## config.mk

```make
export PLATFORM = sky130hd
export DESIGN_NAME = piso_serializer
export DESIGN_NICKNAME = d
export VERILOG_FILES = /design/src/rtl/piso_serializer.sv
export SDC_FILE = /design/constraint.sdc
export NUM_CORES = 1
export LEC_CHECK = 0
export BUFFER_PORTS_ARGS = -buffer_cell sky130_fd_sc_hd__buf_4
export CELL_PAD_IN_SITES_DETAIL_PLACEMENT = 1
export CELL_PAD_IN_SITES_GLOBAL_PLACEMENT = 1
export CORE_ASPECT_RATIO = 1.25
export CORE_MARGIN = 2
export CORE_UTILIZATION = 42
export DETAILED_ROUTE_END_ITERATION = 8
export GPL_TIMING_DRIVEN = 0
export PLACE_DENSITY_LB_ADDON = 0.1
export SLEW_MARGIN = 20
export SYNTH_ARGS = -nofsm -noshare
export SYNTH_HDL_FRONTEND = slang
export SYNTH_SLANG_ARGS = --single-unit
```

## constraint.sdc

```tcl
create_clock -name CLK -period 4.89 [get_ports CLK]
set_input_delay 0.489 -clock CLK [delete_from_list [all_inputs] [get_ports CLK]]
set_output_delay 0.489 -clock CLK [all_outputs]
set_load 0.02 [all_outputs]
```

## src/rtl/piso_serializer.sv

```systemverilog
// ---------------------------------------------------------------------------
// piso_serializer
//
// Parallel-in / serial-out shifter for the UART TX datapath. A word and its
// frame length are taken over a valid/ready handshake, then shifted out one
// bit per ser_en tick. A new word can be accepted on the same edge the last
// bit of the current frame retires, so back-to-back frames have no gap.
//
// Parameters:
//   DATA_WIDTH  maximum word width in bits (>= 2)
//   MSB_FIRST   0: P_DATA[0] goes out first, 1: P_DATA[DATA_WIDTH-1] first
//   IDLE_LEVEL  level driven on ser_data while no frame is active
//   CNT_WIDTH   width of the bit counter and of LEN
//
// Ports:
//   CLK         clock, rising edge
//   RST         synchronous active-high reset
//   P_DATA      parallel word, sampled only on an accepted load
//   LEN         frame length in bits (0 or > DATA_WIDTH means DATA_WIDTH)
//   load_valid  source presents a word on P_DATA/LEN
//   load_ready  word can be accepted this cycle (combinational)
//   ser_en      bit-advance tick; the current bit retires on an edge with 1
//   ser_data    serial bit (registered)
//   ser_done    one-cycle pulse after the last bit of a frame retires
//   busy        a frame is being shifted (registered)
// ---------------------------------------------------------------------------
module piso_serializer #(
  parameter int DATA_WIDTH = 8,
  parameter bit MSB_FIRST  = 1'b0,
  parameter bit IDLE_LEVEL = 1'b0,
  parameter int CNT_WIDTH  = $clog2(DATA_WIDTH + 1)
) (
  input  logic                  CLK,
  input  logic                  RST,
  input  logic [DATA_WIDTH-1:0] P_DATA,
  input  logic [CNT_WIDTH-1:0]  LEN,
  input  logic                  load_valid,
  output logic                  load_ready,
  input  logic                  ser_en,
  output logic                  ser_data,
  output logic                  ser_done,
  output logic                  busy
);

  typedef enum logic {
    IDLE  = 1'b0,
    SHIFT = 1'b1
  } state_t;

  localparam logic [CNT_WIDTH-1:0] FULL_LEN = CNT_WIDTH'(DATA_WIDTH);
  localparam logic [CNT_WIDTH-1:0] CNT_ONE  = CNT_WIDTH'(1);

  state_t                  state_reg,    state_next;
  logic [DATA_WIDTH-1:0]   shift_reg,    shift_next;
  logic [CNT_WIDTH-1:0]    cnt_reg,      cnt_next;
  logic [CNT_WIDTH-1:0]    len_reg,      len_next;
  logic                    ser_data_reg, ser_data_next;
  logic                    done_reg,     done_next;
  logic                    busy_reg,     busy_next;

  // Word rearranged so that the first bit to transmit sits at index 0. The
  // shifter then always shifts right regardless of bit order, and a short
  // MSB-first frame naturally sends P_DATA[DATA_WIDTH-1] down to
  // P_DATA[DATA_WIDTH-len].
  logic [DATA_WIDTH-1:0]   ordered_word;

  generate
    for (genvar gi = 0; gi < DATA_WIDTH; gi++) begin : g_order
      if (MSB_FIRST) begin : g_msb
        assign ordered_word[gi] = P_DATA[DATA_WIDTH-1-gi];
      end else begin : g_lsb
        assign ordered_word[gi] = P_DATA[gi];
      end
    end
  endgenerate

  // A zero or oversized length means a full-width frame.
  logic [CNT_WIDTH-1:0] len_clamped;
  assign len_clamped = ((LEN == '0) || (LEN > FULL_LEN)) ? FULL_LEN : LEN;

  // The last bit retires on this edge.
  logic last_bit;
  assign last_bit = (state_reg == SHIFT) && ser_en && (cnt_reg == len_reg - CNT_ONE);

  logic accept;
  assign load_ready = (state_reg == IDLE) || last_bit;
  assign accept     = load_valid && load_ready;

  // -------------------------------------------------------------------------
  // State register
  // -------------------------------------------------------------------------
  always_ff @(posedge CLK) begin
    if (RST) begin
      state_reg    <= IDLE;
      shift_reg    <= '0;
      cnt_reg      <= '0;
      len_reg      <= '0;
      ser_data_reg <= IDLE_LEVEL;
      done_reg     <= 1'b0;
      busy_reg     <= 1'b0;
    end else begin
      state_reg    <= state_next;
      shift_reg    <= shift_next;
      cnt_reg      <= cnt_next;
      len_reg      <= len_next;
      ser_data_reg <= ser_data_next;
      done_reg     <= done_next;
      busy_reg     <= busy_next;
    end
  end

  // -------------------------------------------------------------------------
  // Next-state and datapath logic
  // -------------------------------------------------------------------------
  always_comb begin
    state_next    = state_reg;
    shift_next    = shift_reg;
    cnt_next      = cnt_reg;
    len_next      = len_reg;
    ser_data_next = ser_data_reg;
    done_next     = 1'b0;
    busy_next     = busy_reg;

    case (state_reg)
      IDLE: begin
        // ser_en is irrelevant here: bit 0 appears on the next cycle and is
        // held until the first tick seen in SHIFT.
        if (accept) begin
          state_next    = SHIFT;
          shift_next    = ordered_word;
          cnt_next      = '0;
          len_next      = len_clamped;
          ser_data_next = ordered_word[0];
          busy_next     = 1'b1;
        end
      end

      SHIFT: begin
        if (ser_en) begin
          if (cnt_reg == len_reg - CNT_ONE) begin
            done_next = 1'b1;
            if (accept) begin
              // Chain straight into the next word with no idle cycle.
              shift_next    = ordered_word;
              cnt_next      = '0;
              len_next      = len_clamped;
              ser_data_next = ordered_word[0];
              busy_next     = 1'b1;
            end else begin
              state_next    = IDLE;
              ser_data_next = IDLE_LEVEL;
              busy_next     = 1'b0;
            end
          end else begin
            shift_next    = shift_reg >> 1;
            cnt_next      = cnt_reg + CNT_ONE;
            ser_data_next = shift_reg[1];
          end
        end
      end

      default: begin
        state_next    = IDLE;
        ser_data_next = IDLE_LEVEL;
        busy_next     = 1'b0;
      end
    endcase
  end

  assign ser_data = ser_data_reg;
  assign ser_done = done_reg;
  assign busy     = busy_reg;

endmodule

```

# Word level (Yosys, flattened, before mapping)
# Index checks and enable logic that the tools add are counted.
[word_totals] wordCells=53 out_inout_bits=4 inputBits=16 register_bits=20
[classes] muxes=27 eq_ne=4 add_sub_neg=2 magnitude_cmp=1 bitwise_logic=2 reduce_logical=10
[ops] op="$mux 4" count=7
[ops] op="$mux 8" count=3
[ops] op="$pmux 4 s2" count=2
[ops] op="$pmux 8 s2" count=1
[ops] op="$mux 1" count=11
[ops] op="$pmux 1 s2" count=3
[ops] op="$add 4x1->4 const B" count=1
[ops] op="$eq 4x4->1" count=1
[ops] op="$gt 4x4->1 const B" count=1
[ops] op="$logic_not 4->1" count=1
[ops] op="$ne 2x2->1 const B" count=2
[ops] op="$reduce_and 2->1" count=2
[ops] op="$sub 4x1->4 const B" count=1
[ops] op="$logic_and 1x1->1" count=3
[ops] op="$reduce_and 3->1" count=1
[ops] op="$reduce_or 3->1" count=1
[ops] op="$logic_or 1x1->1" count=2
[ops] op="$ne 2x1->1 const B" count=1
[ops] op="$not 1->1" count=2

# Depth between registers and ports, before layout
# Gate-level depths: netlist of the first run.
[depth] word_depth=9 depth_mapped=8 mapped_depth_nobuf=7

# Least setup slack after synthesis of the first run
# OpenSTA, ideal clock, no wires.
[synth_timing] path_kind="register -> output" start="register len_reg[0]" end="output port load_ready" path_buffers=0 required_time_ns=4.401 t_arrival_ns=1.483 slack_ns=2.918 path_stages_with_launch=7 cell_sequence="dfxtp_1 > inv_1 > ha_1 > xor2_1 > nand3_4 > o31a_1 > inv_1"
[synth_via] elab_chain_cells=4
[synth_lines] item="from (decl)" line="56" rtl="logic [CNT_WIDTH-1:0] len_reg, len_next;"
[synth_lines] item="from (signal assigned)" line="105" rtl="len_reg <= len_next;"
[synth_lines] item="$sub 4x1->4" line="83" rtl="assign last_bit = (state_reg == SHIFT) && ser_en && (cnt_reg == len_reg - CNT_ONE);"
[synth_lines] item="$eq 4x4->1" line="83"
[synth_lines] item="$logic_and 1x1->1" line="83"
[synth_lines] item="$logic_or 1x1->1" line="86" rtl="assign load_ready = (state_reg == IDLE) || last_bit;"
[synth_lines] item="to (decl)" line="38" rtl="output logic load_ready,"
# Every way passes these cells.

# Final worst setup path of the first run
# Ends and elaborated chain as after synthesis.

==> results of run 1 <==
-- worst register-to-register path, cell delays in order (launching register included) --
cell and delay (ps):
dfxtp_1 410, inv_1 70, ha_1 300, xor2_1 220, nand3_4 170, o31ai_4 420, buf_6 210, nand2_1 80
a31oi_1 190
-- placed cells by master, fill, tap and decap left out, types with 3 or more instances in the layout --
cell      instances
nor2_1           10
nor3_1            4
mux2i_1           5
clkbuf_4          3
a31oi_1           7
dfxtp_1          19
nand2_1          18
nor2b_1           4
inv_1             4
o21ai_0           9
buf_4            19
-- where the power goes --
group / internal, mW / switching [mW] / total, mW / leakage (nW)
combinational: 0.0271 / 0.0326 / 0.0597 / 0.284
clock: 0.0304 / 0.0466 / 0.0770 / 0.0177
sequential: 0.162 / 0.00571 / 0.168 / 0.156
total: 0.220 / 0.0850 / 0.305 / 0.457
-- layout make-up --
type / count / area (um^2)
Fill cell: 277 / 1020
Multi-Input combinational cell: 86 / 569
Sequential cell: 19 / 380
Timing Repair Buffer: 18 / 135
Tap cell: 31 / 38.8
Buffer: 4 / 26.3
Clock buffer: 3 / 22.5
Inverter: 4 / 15.0
Clock inverter: 1 / 5.00
-- worst min path at each step --
stage | to | cells after the start | startpoint | slack [ps]
final | shift_reg[7] | 3 | P_DATA[7] | 440
after global routing | shift_reg[7] | 3 | P_DATA[7] | 460
after CTS | shift_reg[7] | 3 | P_DATA[7] | 440
after detailed placement | shift_reg[2] | 2 | shift_reg[3] | 470
after global placement | shift_reg[2] | 2 | shift_reg[3] | 450
after floorplan | shift_reg[1] | 2 | shift_reg[2] | 440
-- cells by family (layout without fill, tap and decap cells) --
logic type                 Yosys count  in the layout
AOI/OAI and AO/OA                   25             25
xor gates and xnor gates             6              6
adders and majority gates            2              2
buffers and inverters                8             30
DFF                                 19             19
muxes                                5              5
and+or+nand+nor                     48             48
-- per-layer routing --
layer	up-vias	global-route usage (%)	wire, um
met5	-	0	0
met4	0	5.95	18
met3	2	2.76	79
met2	14	36.7	1230
met1	417	22.9	1000
li1	444	-	-
-- per-stage QoR --
| step | utilization, % | area [um^2] | setup slack (ps) |
|---|---|---|---|
| 2_1_floorplan | - | 991 | 2920 |
| 6_report | 53.9 | 1190 | 2470 |
| 3_3_place_gp | 52.7 | 1160 | 2810 |
| 4_1_cts | 53.9 | 1190 | 2440 |
| 3_5_place_dp | 52.7 | 1160 | 2770 |
| 5_1_grt | 53.9 | 1190 | 2340 |
==> summary.txt, run 1 <==
Status
  – Outcome: completed

Worst setup path
  – CP Class: register to output pin
  – Most numerous cell on the critical path: inv_1
  – WP data required: 4400 ps
  – Crit-path max FO: 7
  – Reg2reg end: shift_reg[3]
  – Crit path DAT: 1930 ps
  – Crit-path cells: inv_1 > ha_1 > xor2_1 > nand3_4 > o31a_1 > inv_1 > buf_4
  – Worst flop-to-flop path startpoint: len_reg[0]
  – Slowest library cell on the worst path: dfxtp_1
  – Critical path buffers and inverters: 3
  – Critical Path End Type: output pin
  – Reg2Reg Depth: 8
  – Critical Path Start Type: register
  – Crit path max-delay family: flip-flops
  – Max stage delay on crit path: 410 ps
  – R2R setup slack: 2750 ps
  – Critical path depth: 7
  – Crit path from: len_reg[0]
  – Worst Setup EP: load_ready

Power and ir drop
  – Tot Pwr: 305 uW
  – Pleak: 0.457 nW
  – PD cells: 256 nW/um^2
  – Worst vdd ir: 0.000188 V

Clock tree
  – CTS Hold Bufs: 0
  – # Post-CTS Setup Buffers: 0
  – Root Buffer: clkbuf_4
  – Num CTS Buffers: 3
  – Clock H-tree levels: 1
  – Sink Count: 19
  – CTS tree: yes
  – Post_cts resized: 0
  – Worst-Skew Late Latency: 290 ps
  – Clock-pin slew of the registers on the worst-case setup and hold paths: 110 ps
  – Clock buffer depth: 2

Place
  – IO buf count: 18
  – Gp weighted congestion: 0.772
  – Placed Cells: 162
  – Detail Placement HPWL: 1800 um

Timing
  – Setup repair after global routing missed its margin: false
  – Worst Skew: 6.55 ps
  – Final TNS setup: 0 ps
  – Setup violators final: 0
  – Slew @ Worst Pin: 571 ps
  – Fmax: 0.414 GHz
  – Max_slew headroom: 61.8%
  – Crit path time final: 2420 ps
  – Final Cycle Share: 49.4%
  – Final Max Tran Viols: 0
  – Final Hold Vio Count: 0
  – Hold WS: 445 ps

Synth
  – Synthesized instance count: 113
  – Post-synthesis compound-gate area fraction: 17.4%
  – Count of cell types in the netlist: 34
  – Largest family of logic cells by synthesized area: simple AND/OR/NAND/NOR gates
  – Multiplexer share of the synthesized area: 5.05%
  – Register area share after synthesis: 38.4%
  – Top FF cell, synth: dfxtp_1
  – Synth cell count leaders: dfxtp_1 (19), nand2_1 (18), nor2_1 (10)
  – Post-Synth Simple-Gate Area: 24.9%
  – Post-Synthesis Net Count: 131
  – Cell Area, Synth: 991 um^2
  – Largest area contributor in the netlist: dfxtp_1
  – Post-Synth Adder-Cell Area: 2.53%
  – Yosys reg bits: 19
  – Top cells by area, synth: dfxtp_1 (38%), nand2_1 (6.8%), mux2i_1 (5.1%), o21ai_0 (4.5%), a31oi_1 (4.4%)
  – Async SR Flop Fraction: 0%
  – EDFF count, synth: 0
  – Yosys top cell area share: 38.4%
  – Syn. warnings: 0
  – Syn_area_per_cell: 8.77 um^2
  – Most frequent cell after synthesis: dfxtp_1
  – Synthesized-area fraction occupied by xor and xnor cells: 7.58%

Global routing
  – First-pass GRT wire length: 4020 um
  – Initial antenna violation count: 0
  – Largest net degree at the start of global routing: 12
  – Global-route usage over all layers: 20.0%
  – Remaining global-route overflow: 0
  – Number of global-route vias before repair: 955

Die
  – Die Area: 2770 um^2
  – Die H: 58.3 um
  – Area of the core: 2210 um^2
  – Initial cell density of the core: 44.8%
  – Standard-cell row count: 19
  – Ports: 20
  – Chip width: 47.4 um

Drt
  – DR iter-0 viols: 12
  – Wire length per cell: 14.1 um
  – DRT Pass-1 Iters: 4
  – WL final: 2330 um
  – Via count: 877
  – Drt drc: 0
  – Vias per cell: 5.28
  – Detail Route Antenna Nets: 0

Layout
  – Fin cells: 166
  – Layout cells sized above 1: 23.0%
  – Final #Nets: 154
  – # diodes: 0
  – Layout Area Growth over Synthesis: 20.3%
  – Number of flip-flops in the largest register: 7

Worst hold path
  – Hold Crit Class: input pin to register

Flow run
  – Max-cap violations: 0
Note: power is estimated with default switching activity, not from simulation.
==> run 2, diff against run 1 <==
--- a/config.mk
+++ b/config.mk
@@ -5,12 +5,13 @@
 export SDC_FILE = /design/constraint.sdc
 export NUM_CORES = 1
 export LEC_CHECK = 0
+export ABC_AREA = 1
 export BUFFER_PORTS_ARGS = -buffer_cell sky130_fd_sc_hd__buf_4
 export CELL_PAD_IN_SITES_DETAIL_PLACEMENT = 1
 export CELL_PAD_IN_SITES_GLOBAL_PLACEMENT = 1
 export CORE_ASPECT_RATIO = 1.25
 export CORE_MARGIN = 2
-export CORE_UTILIZATION = 42
+export CORE_UTILIZATION = 38
 export DETAILED_ROUTE_END_ITERATION = 8
 export GPL_TIMING_DRIVEN = 0
 export PLACE_DENSITY_LB_ADDON = 0.1
==> constraint.sdc (replaced) <==
create_clock -name CLK -period 2.25 [get_ports CLK]
set_input_delay 0.225 -clock CLK [delete_from_list [all_inputs] [get_ports CLK]]
set_output_delay 0.225 -clock CLK [all_outputs]
set_load 0.02 [all_outputs]
==> run 2 against run 1 <==
  * Worst setup slack worse by 2300 ps
  * Combinational power rose to 2.7 times the previous value
  * Clock-buffer cell count is the same
  * Die area grew 21%
  * Routed wire length is 17% higher
  * Highest routed layer unchanged
  * Hold slack worse by 350 ps
  * Area after synthesis is 11% higher
  * Critical path depth grew 2
  * Power is 140% higher
  * Cell count rose by 33%
  * Final area increased by 10%
  * Sequential cell count stayed put
==> summary.txt, run 2 <==
Die
  – Initial cell density of the core: 40.6% (was 44.8%)
  – Die H: 64.1 um (was 58.3 um)
  – Ports: 20 (unchanged)
  – Standard-cell row count: 21 (was 19)
  – Die Area: 3340 um^2 (was 2770 um^2)
  – Area of the core: 2710 um^2 (was 2210 um^2)
  – Chip width: 52.1 um (was 47.4 um)

Synth
  – Post-Synthesis Net Count: 181 (was 131)
  – Largest area contributor in the netlist: dfxtp_1 (unchanged)
  – EDFF count, synth: 0 (unchanged)
  – Yosys top cell area share: 34.6% (was 38.4%)
  – Syn. warnings: 0 (unchanged)
  – Async SR Flop Fraction: 0% (unchanged)
  – Register area share after synthesis: 34.6% (was 38.4%)
  – Cell Area, Synth: 1100 um^2 (was 991 um^2)
  – Most frequent cell after synthesis: nand2_1 (was dfxtp_1)
  – Syn_area_per_cell: 6.74 um^2 (was 8.77 um^2)
  – Top FF cell, synth: dfxtp_1 (unchanged)
  – Count of cell types in the netlist: 27 (was 34)
  – Synth cell count leaders: nand2_1 (48), inv_1 (26), dfxtp_1 (19) (was dfxtp_1 (19), nand2_1 (18), nor2_1 (10))
  – Top cells by area, synth: dfxtp_1 (35%), nand2_1 (16%), inv_1 (8.9%), nor2_1 (6.2%), a21oi_1 (4.6%) (was dfxtp_1 (38%), nand2_1 (6.8%), mux2i_1 (5.1%), o21ai_0 (4.5%), a31oi_1 (4.4%))
  – Yosys reg bits: 19 (unchanged)
  – Synthesized instance count: 163 (was 113)

Timing
  – Max_slew headroom: 64.6% (was 61.8%)
  – Final Cycle Share: 90.4%
  – Setup violators final: 0 (unchanged)
  – Final Max Tran Viols: 0 (unchanged)
  – Fmax: 0.492 GHz
  – Crit path time final: 2030 ps
  – Slew @ Worst Pin: 531 ps (was 571 ps)
  – Setup repair after global routing missed its margin: false (unchanged)
  – Final TNS setup: 0 ps (unchanged)
  – Final Hold Vio Count: 0 (unchanged)
  – Worst Skew: 10.7 ps (was 6.55 ps)

Worst setup path
  – Critical Path End Type: output pin (unchanged)
  – WP data required: 2030 ps (was 4400 ps)
  – CP Class: register to output pin (unchanged)
  – Critical Path Start Type: register (unchanged)
  – Crit-path max FO: 6 (was 7)
  – Crit path DAT: 1810 ps (was 1930 ps)

Clock tree
  – Num CTS Buffers: 3 (unchanged)
  – CTS Hold Bufs: 0 (unchanged)
  – Worst-Skew Late Latency: 310 ps (was 290 ps)
  – Root Buffer: clkbuf_4 (unchanged)
  – Post_cts resized: 0 (unchanged)
  – Clock H-tree levels: 1 (unchanged)
  – Sink Count: 19 (unchanged)
  – Clock buffer depth: 2 (unchanged)
  – CTS tree: yes (unchanged)
  – # Post-CTS Setup Buffers: 0 (unchanged)
  – Clock-pin slew of the registers on the worst-case setup and hold paths: 130 ps (was 110 ps)

Global routing
  – Initial antenna violation count: 0 (unchanged)
  – Largest net degree at the start of global routing: 13 (was 12)
  – Remaining global-route overflow: 0 (unchanged)
  – Number of global-route vias before repair: 1135 (was 955)
  – Global-route usage over all layers: 18.7% (was 20.0%)
  – First-pass GRT wire length: 4700 um (was 4020 um)

Power and ir drop
  – Worst vdd ir: 0.000354 V (was 0.000188 V)
  – Pleak: 0.628 nW (was 0.457 nW)
  – PD cells: 547 nW/um^2 (was 256 nW/um^2)

Layout
  – Final Instance Area: 1320 um^2 (was 1190 um^2)
  – Fill count: 367 (was 277)
  – Number of flip-flops in the largest register: 7 (unchanged)
  – Layout Area Growth over Synthesis: 19.7% (was 20.3%)
  – Layout cells sized above 1: 21.5% (was 23.0%)
  – # diodes: 0 (unchanged)
  – Commonest non-fill, non-tap cell in the layout: nand2_1
  – Commonest non-fill, non-tap cells in the layout: nand2_1 (48), inv_1 (26), buf_4 (19) (was buf_4 (19), dfxtp_1 (19), nand2_1 (18))
  – Final #Nets: 205 (was 154)

Drt
  – Detail Route Antenna Nets: 0 (unchanged)
  – Via count: 1064 (was 877)
  – WL final: 2730 um (was 2330 um)
  – Vias per cell: 4.84 (was 5.28)
  – Drt drc: 0 (unchanged)
  – DRT Pass-1 Iters: 4 (unchanged)
  – DR iter-0 viols: 9 (was 12)
  – Wire length per cell: 12.4 um (was 14.1 um)

Place
  – IO buf count: 19 (was 18)
  – Placed Area: 1280 um^2 (was 1160 um^2)
  – Detail Placement HPWL: 2170 um (was 1800 um)
  – Gp weighted congestion: 0.750 (was 0.772)

Status
  – Outcome: completed (unchanged)

Worst hold path
  – Hold Crit Class: input pin to register (unchanged)

Flow run
  – Max-cap violations: 0 (unchanged)
## run 2: cell count changes after synthesis, moves of 2 or more
cell	change
nor3_2	-2
nand2_1	+30
mux2i_1	-5
inv_1	+22
nor3_1	-2
a2111oi_1	-2
nor2b_1	-4
o21ai_0	-3
nand3_1	+3
a31oi_1	-6
nand2_2	+6
nor2_1	+8
a21oi_1	+8
## run 2: path summary, 6_finish.rpt
check / start / end / slack (ps) / cells past startpoint
min reg2reg: shift_reg[7] / shift_reg[7] / 490 / 2
min: RST / len_reg[3] / 90 / 2
max: len_reg[0] / load_ready / 220 / 9
max reg2reg: len_reg[0] / shift_reg[1] / 370 / 12
## run 2: per-layer routing
metal	GRT usage (%)	wire length [um]
met5	0	0
met4	6.91	19
met3	2.10	100
met2	35.6	1480
met1	20.2	1120
## run 2: stage by stage
stage	std cells	hold slack [ps]	util, %	setup WS, ps	power [mW]
after floorplan	163	287	-	533	0.481
after global placement	216	429	47.4	309	0.534
after detailed placement	216	435	47.4	280	0.541
after CTS	220	85.3	48.5	132	0.729
after global routing	220	80.7	48.6	42.1	0.761
final	220	94.2	48.6	216	0.719
## run 2: critical path, cell delays in order (launching register included)
cell and delay [ps]:
dfxtp_2 380, inv_1 60, ha_1 300, xnor2_1 140, nor2_2 130, nand3_4 130
nand2_4 110, nand2_1 70, inv_1 60, buf_4 130
## run 2: cell families after synthesis
logic type      count (synthesis)  share of synthesized area (%)
simple gates                   87                           37.1
fa+ha+maj                       2                           2.28
flops                          19                           34.6
buf+inv                        30                           12.0
xor+xnor                        5                           3.99
compound gates                 20                           10.0
## run 2: final cells by class
cell class                 count  area, um^2  area share, %
multi-input combinational    114         587           44.6
sequential                    19         382           29.0
timing repair buffer          19         143           10.8
inverter                      28         108           8.18
tap                           34        42.5           3.24
buffer                         2        23.8           1.81
clock buffer                   3        22.5           1.71
clock inverter                 1        7.51          0.571
## run 2: power breakdown
part	internal [mW]	switching, mW	total (mW)	leakage (nW)
sequential	0.354	0.0141	0.368	0.156
combinational	0.0687	0.0947	0.163	0.458
clock	0.0678	0.120	0.187	0.0139
total	0.491	0.228	0.719	0.628
==> run 3, diff against run 2 <==
--- a/config.mk
+++ b/config.mk
@@ -6,13 +6,13 @@
 export NUM_CORES = 1
 export LEC_CHECK = 0
 export ABC_AREA = 1
-export BUFFER_PORTS_ARGS = -buffer_cell sky130_fd_sc_hd__buf_4
 export CELL_PAD_IN_SITES_DETAIL_PLACEMENT = 1
 export CELL_PAD_IN_SITES_GLOBAL_PLACEMENT = 1
 export CORE_ASPECT_RATIO = 1.25
 export CORE_MARGIN = 2
-export CORE_UTILIZATION = 38
+export CORE_UTILIZATION = 43
 export DETAILED_ROUTE_END_ITERATION = 8
+export DONT_BUFFER_PORTS = 1
 export GPL_TIMING_DRIVEN = 0
 export PLACE_DENSITY_LB_ADDON = 0.1
 export SLEW_MARGIN = 20
==> run 3 against run 2 <==
  * Register-to-register slack worse by 120 ps
  * Fmax is 2.7% lower
  * Utilization is 0.14 points lower
  * Hold slack worse by 40 ps
  * Non-clock buffer count is 18 lower
  * Cell count is 8.6% lower
==> summary.txt, run 3 (synthesis gave the netlist of run 2 again) <==
Die
  – Chip width: 49.2 um (was 52.1 um)
  – Die H: 60.5 um (was 64.1 um)
  – Initial cell density of the core: 45.3% (was 40.6%)
  – Ports: 20 (unchanged)
  – Die Area: 2980 um^2 (was 3340 um^2)
  – Area of the core: 2430 um^2 (was 2710 um^2)
  – Standard-cell row count: 20 (was 21)

Clock tree
  – Root Buffer: clkbuf_4 (unchanged)
  – Worst-Skew Late Latency: 300 ps (was 310 ps)
  – Clock-pin slew of the registers on the worst-case setup and hold paths: 100 ps (was 130 ps)
  – CTS tree: yes (unchanged)
  – Num CTS Buffers: 3 (unchanged)
  – Clock buffer depth: 2 (unchanged)
  – Post_cts resized: 0 (unchanged)
  – Clock H-tree levels: 1 (unchanged)
  – Sink Count: 19 (unchanged)
  – # Post-CTS Setup Buffers: 0 (unchanged)

Timing
  – Crit path time final: 2090 ps (was 2030 ps)
  – Fmax: 0.478 GHz (was 0.492 GHz)
  – Final Cycle Share: 92.9% (was 90.4%)
  – Final Max Tran Viols: 0 (unchanged)
  – Slew @ Worst Pin: 483 ps (was 531 ps)
  – Final TNS setup: 0 ps (unchanged)
  – Max_slew headroom: 67.8% (was 64.6%)
  – Setup violators final: 0 (unchanged)
  – Setup ws final: 159 ps (was 216 ps)
  – Worst Skew: 1.35 ps (was 10.7 ps)
  – Final Hold Vio Count: 0 (unchanged)
  – Setup repair after global routing missed its margin: false (unchanged)

Global routing
  – Global-route usage over all layers: 19.9% (was 18.7%)
  – Number of global-route vias before repair: 1009 (was 1135)
  – Largest net degree at the start of global routing: 11 (was 13)
  – Initial antenna violation count: 0 (unchanged)
  – Remaining global-route overflow: 0 (unchanged)
  – First-pass GRT wire length: 4370 um (was 4700 um)

Place
  – Detail Placement HPWL: 2020 um (was 2170 um)
  – IO buf count: 0 (was 19)
  – Gp weighted congestion: 0.793 (was 0.750)
  – Placed Area: 1140 um^2 (was 1280 um^2)
  – Setup WS pre-CTS: 258 ps (was 280 ps)

Worst hold path
  – WHS Endpoint: len_reg[2] (was len_reg[3])
  – Hold Crit Class: input pin to register (unchanged)
  – Hold_sp: LEN[2] (was RST)
  – Worst Hold Depth: 2 (unchanged)

Layout
  – Final Instance Area: 1180 um^2 (was 1320 um^2)
  – Number of flip-flops in the largest register: 7 (unchanged)
  – # diodes: 0 (unchanged)
  – Layout cells sized above 1: 11.3% (was 21.5%)
  – Final #Nets: 187 (was 205)
  – Commonest non-fill, non-tap cell in the layout: nand2_1 (unchanged)
  – Commonest non-fill, non-tap cells in the layout: nand2_1 (48), inv_1 (26), dfxtp_1 (19) (was nand2_1 (48), inv_1 (26), buf_4 (19))
  – Fill count: 347 (was 367)
  – Util after Layout: 48.5% (was 48.6%)
  – Layout Area Growth over Synthesis: 7.06% (was 19.7%)

Worst setup path
  – Critical Path End Type: output pin (unchanged)
  – Slowest library cell on the worst path: dfxtp_1 (was dfxtp_2)
  – Max stage delay on crit path: 410 ps (was 380 ps)
  – WP data required: 2030 ps (about the same)
  – CP Class: register to output pin (unchanged)
  – Crit-path max FO: 6 (unchanged)
  – Reg2reg end: shift_reg[7] (was shift_reg[1])
  – Most numerous cell on the critical path: inv_1 (unchanged)
  – Crit path DAT: 1870 ps (was 1810 ps)
  – Worst flop-to-flop path startpoint: len_reg[0] (unchanged)
  – Critical Path Start Type: register (unchanged)
  – R2R setup slack: 250 ps (was 370 ps)
  – Crit-path cells: inv_1 > ha_1 > xnor2_1 > nor2_2 > nand3_4 > nand2_4 > nand2_1 > inv_1 (was inv_1 > ha_1 > xnor2_1 > nor2_2 > nand3_4 > nand2_4 > nand2_1 > inv_1 > buf_4)
  – Reg2Reg Depth: 11 (was 12)

Drt
  – Detail Route Antenna Nets: 0 (unchanged)
  – Via count: 992 (was 1064)
  – DRT Pass-1 Iters: 4 (unchanged)
  – WL final: 2610 um (was 2730 um)
  – Wire length per cell: 13.0 um (was 12.4 um)
  – Vias per cell: 4.94 (was 4.84)
  – Drt drc: 0 (unchanged)
  – DR iter-0 viols: 11 (was 9)

Power and ir drop
  – Pleak: 0.540 nW (was 0.628 nW)
  – Worst vdd ir: 0.000259 V (was 0.000354 V)
  – Tot Pwr: 678 uW (was 719 uW)
  – PD cells: 577 nW/um^2 (was 547 nW/um^2)

Flow run
  – Max-cap violations: 0 (unchanged)

Status
  – Outcome: completed (unchanged)
-- run 3: cell count changes in the layout (fill, tap and decap cells not counted) --
| cell | delta |
|---|---|
| dlygate4sd3_1 | +1 |
| dfxtp_2 | -1 |
| buf_4 | -19 |
| clkinvlp_4 | -1 |
| clkbuf_1 | +1 |
| dfxtp_1 | +1 |
-- run 3: how the worst max path moves through the flow --
stage               start            to  slack [ps]  cells after the start
5_1_grt        len_reg[0]    load_ready          30                      8
3_5_place_dp   len_reg[0]  shift_reg[2]         260                     12
2_1_floorplan  len_reg[0]  shift_reg[1]         530                     12
3_3_place_gp   len_reg[0]  shift_reg[1]         320                     12
6_report       len_reg[0]    load_ready         160                      8
4_1_cts        len_reg[0]    load_ready         150                      8
-- run 3: per-stage QoR --
step	hold slack, ps	instances
after floorplan	287	163
after global placement	289	196
after detailed placement	291	196
after CTS	53.7	201
after global routing	42.4	201
final	54.0	201
-- run 3: final cells by class --
| type | count | area (um^2) | share of cell area (%) |
|---|---|---|---|
| clock buffer | 4 | 26.3 | 2.23 |
| buffer | 2 | 23.8 | 2.02 |
| timing repair buffer | 1 | 10.0 | 0.851 |
| sequential | 19 | 380 | 32.3 |
| inverter | 28 | 108 | 9.15 |
| tap | 33 | 41.3 | 3.51 |
| multi-input combinational | 114 | 587 | 49.9 |
-- run 3: worst max-delay path: cells and delay by family, from the launching register on --
kind	cells	cell delay, ps
adders and majority gates	1	300
buffers and inverters	2	240
xor gates and xnor gates	1	130
DFF	1	410
and+or+nand+nor	4	480
-- run 3: routing by layer --
| metal | wire length, um | track usage [%] |
|---|---|---|
| met1 | 1070 | 20.5 |
| met2 | 1440 | 39.4 |
| met4 | 49 | 9.80 |
| met3 | 51 | 2.96 |
| met5 | 0 | 0 |
-- run 3: what timing repair did --
action	CTS	global route
endpoints found under the setup margin	0	0
hold buffers	1	0
hold endpoints to repair	3	0
-- run 3: power breakdown --
part,total (mW),switching [mW],internal [mW]
Combinational,0.131,0.0835,0.0476
Sequential,0.372,0.0178,0.354
Clock,0.176,0.106,0.0693
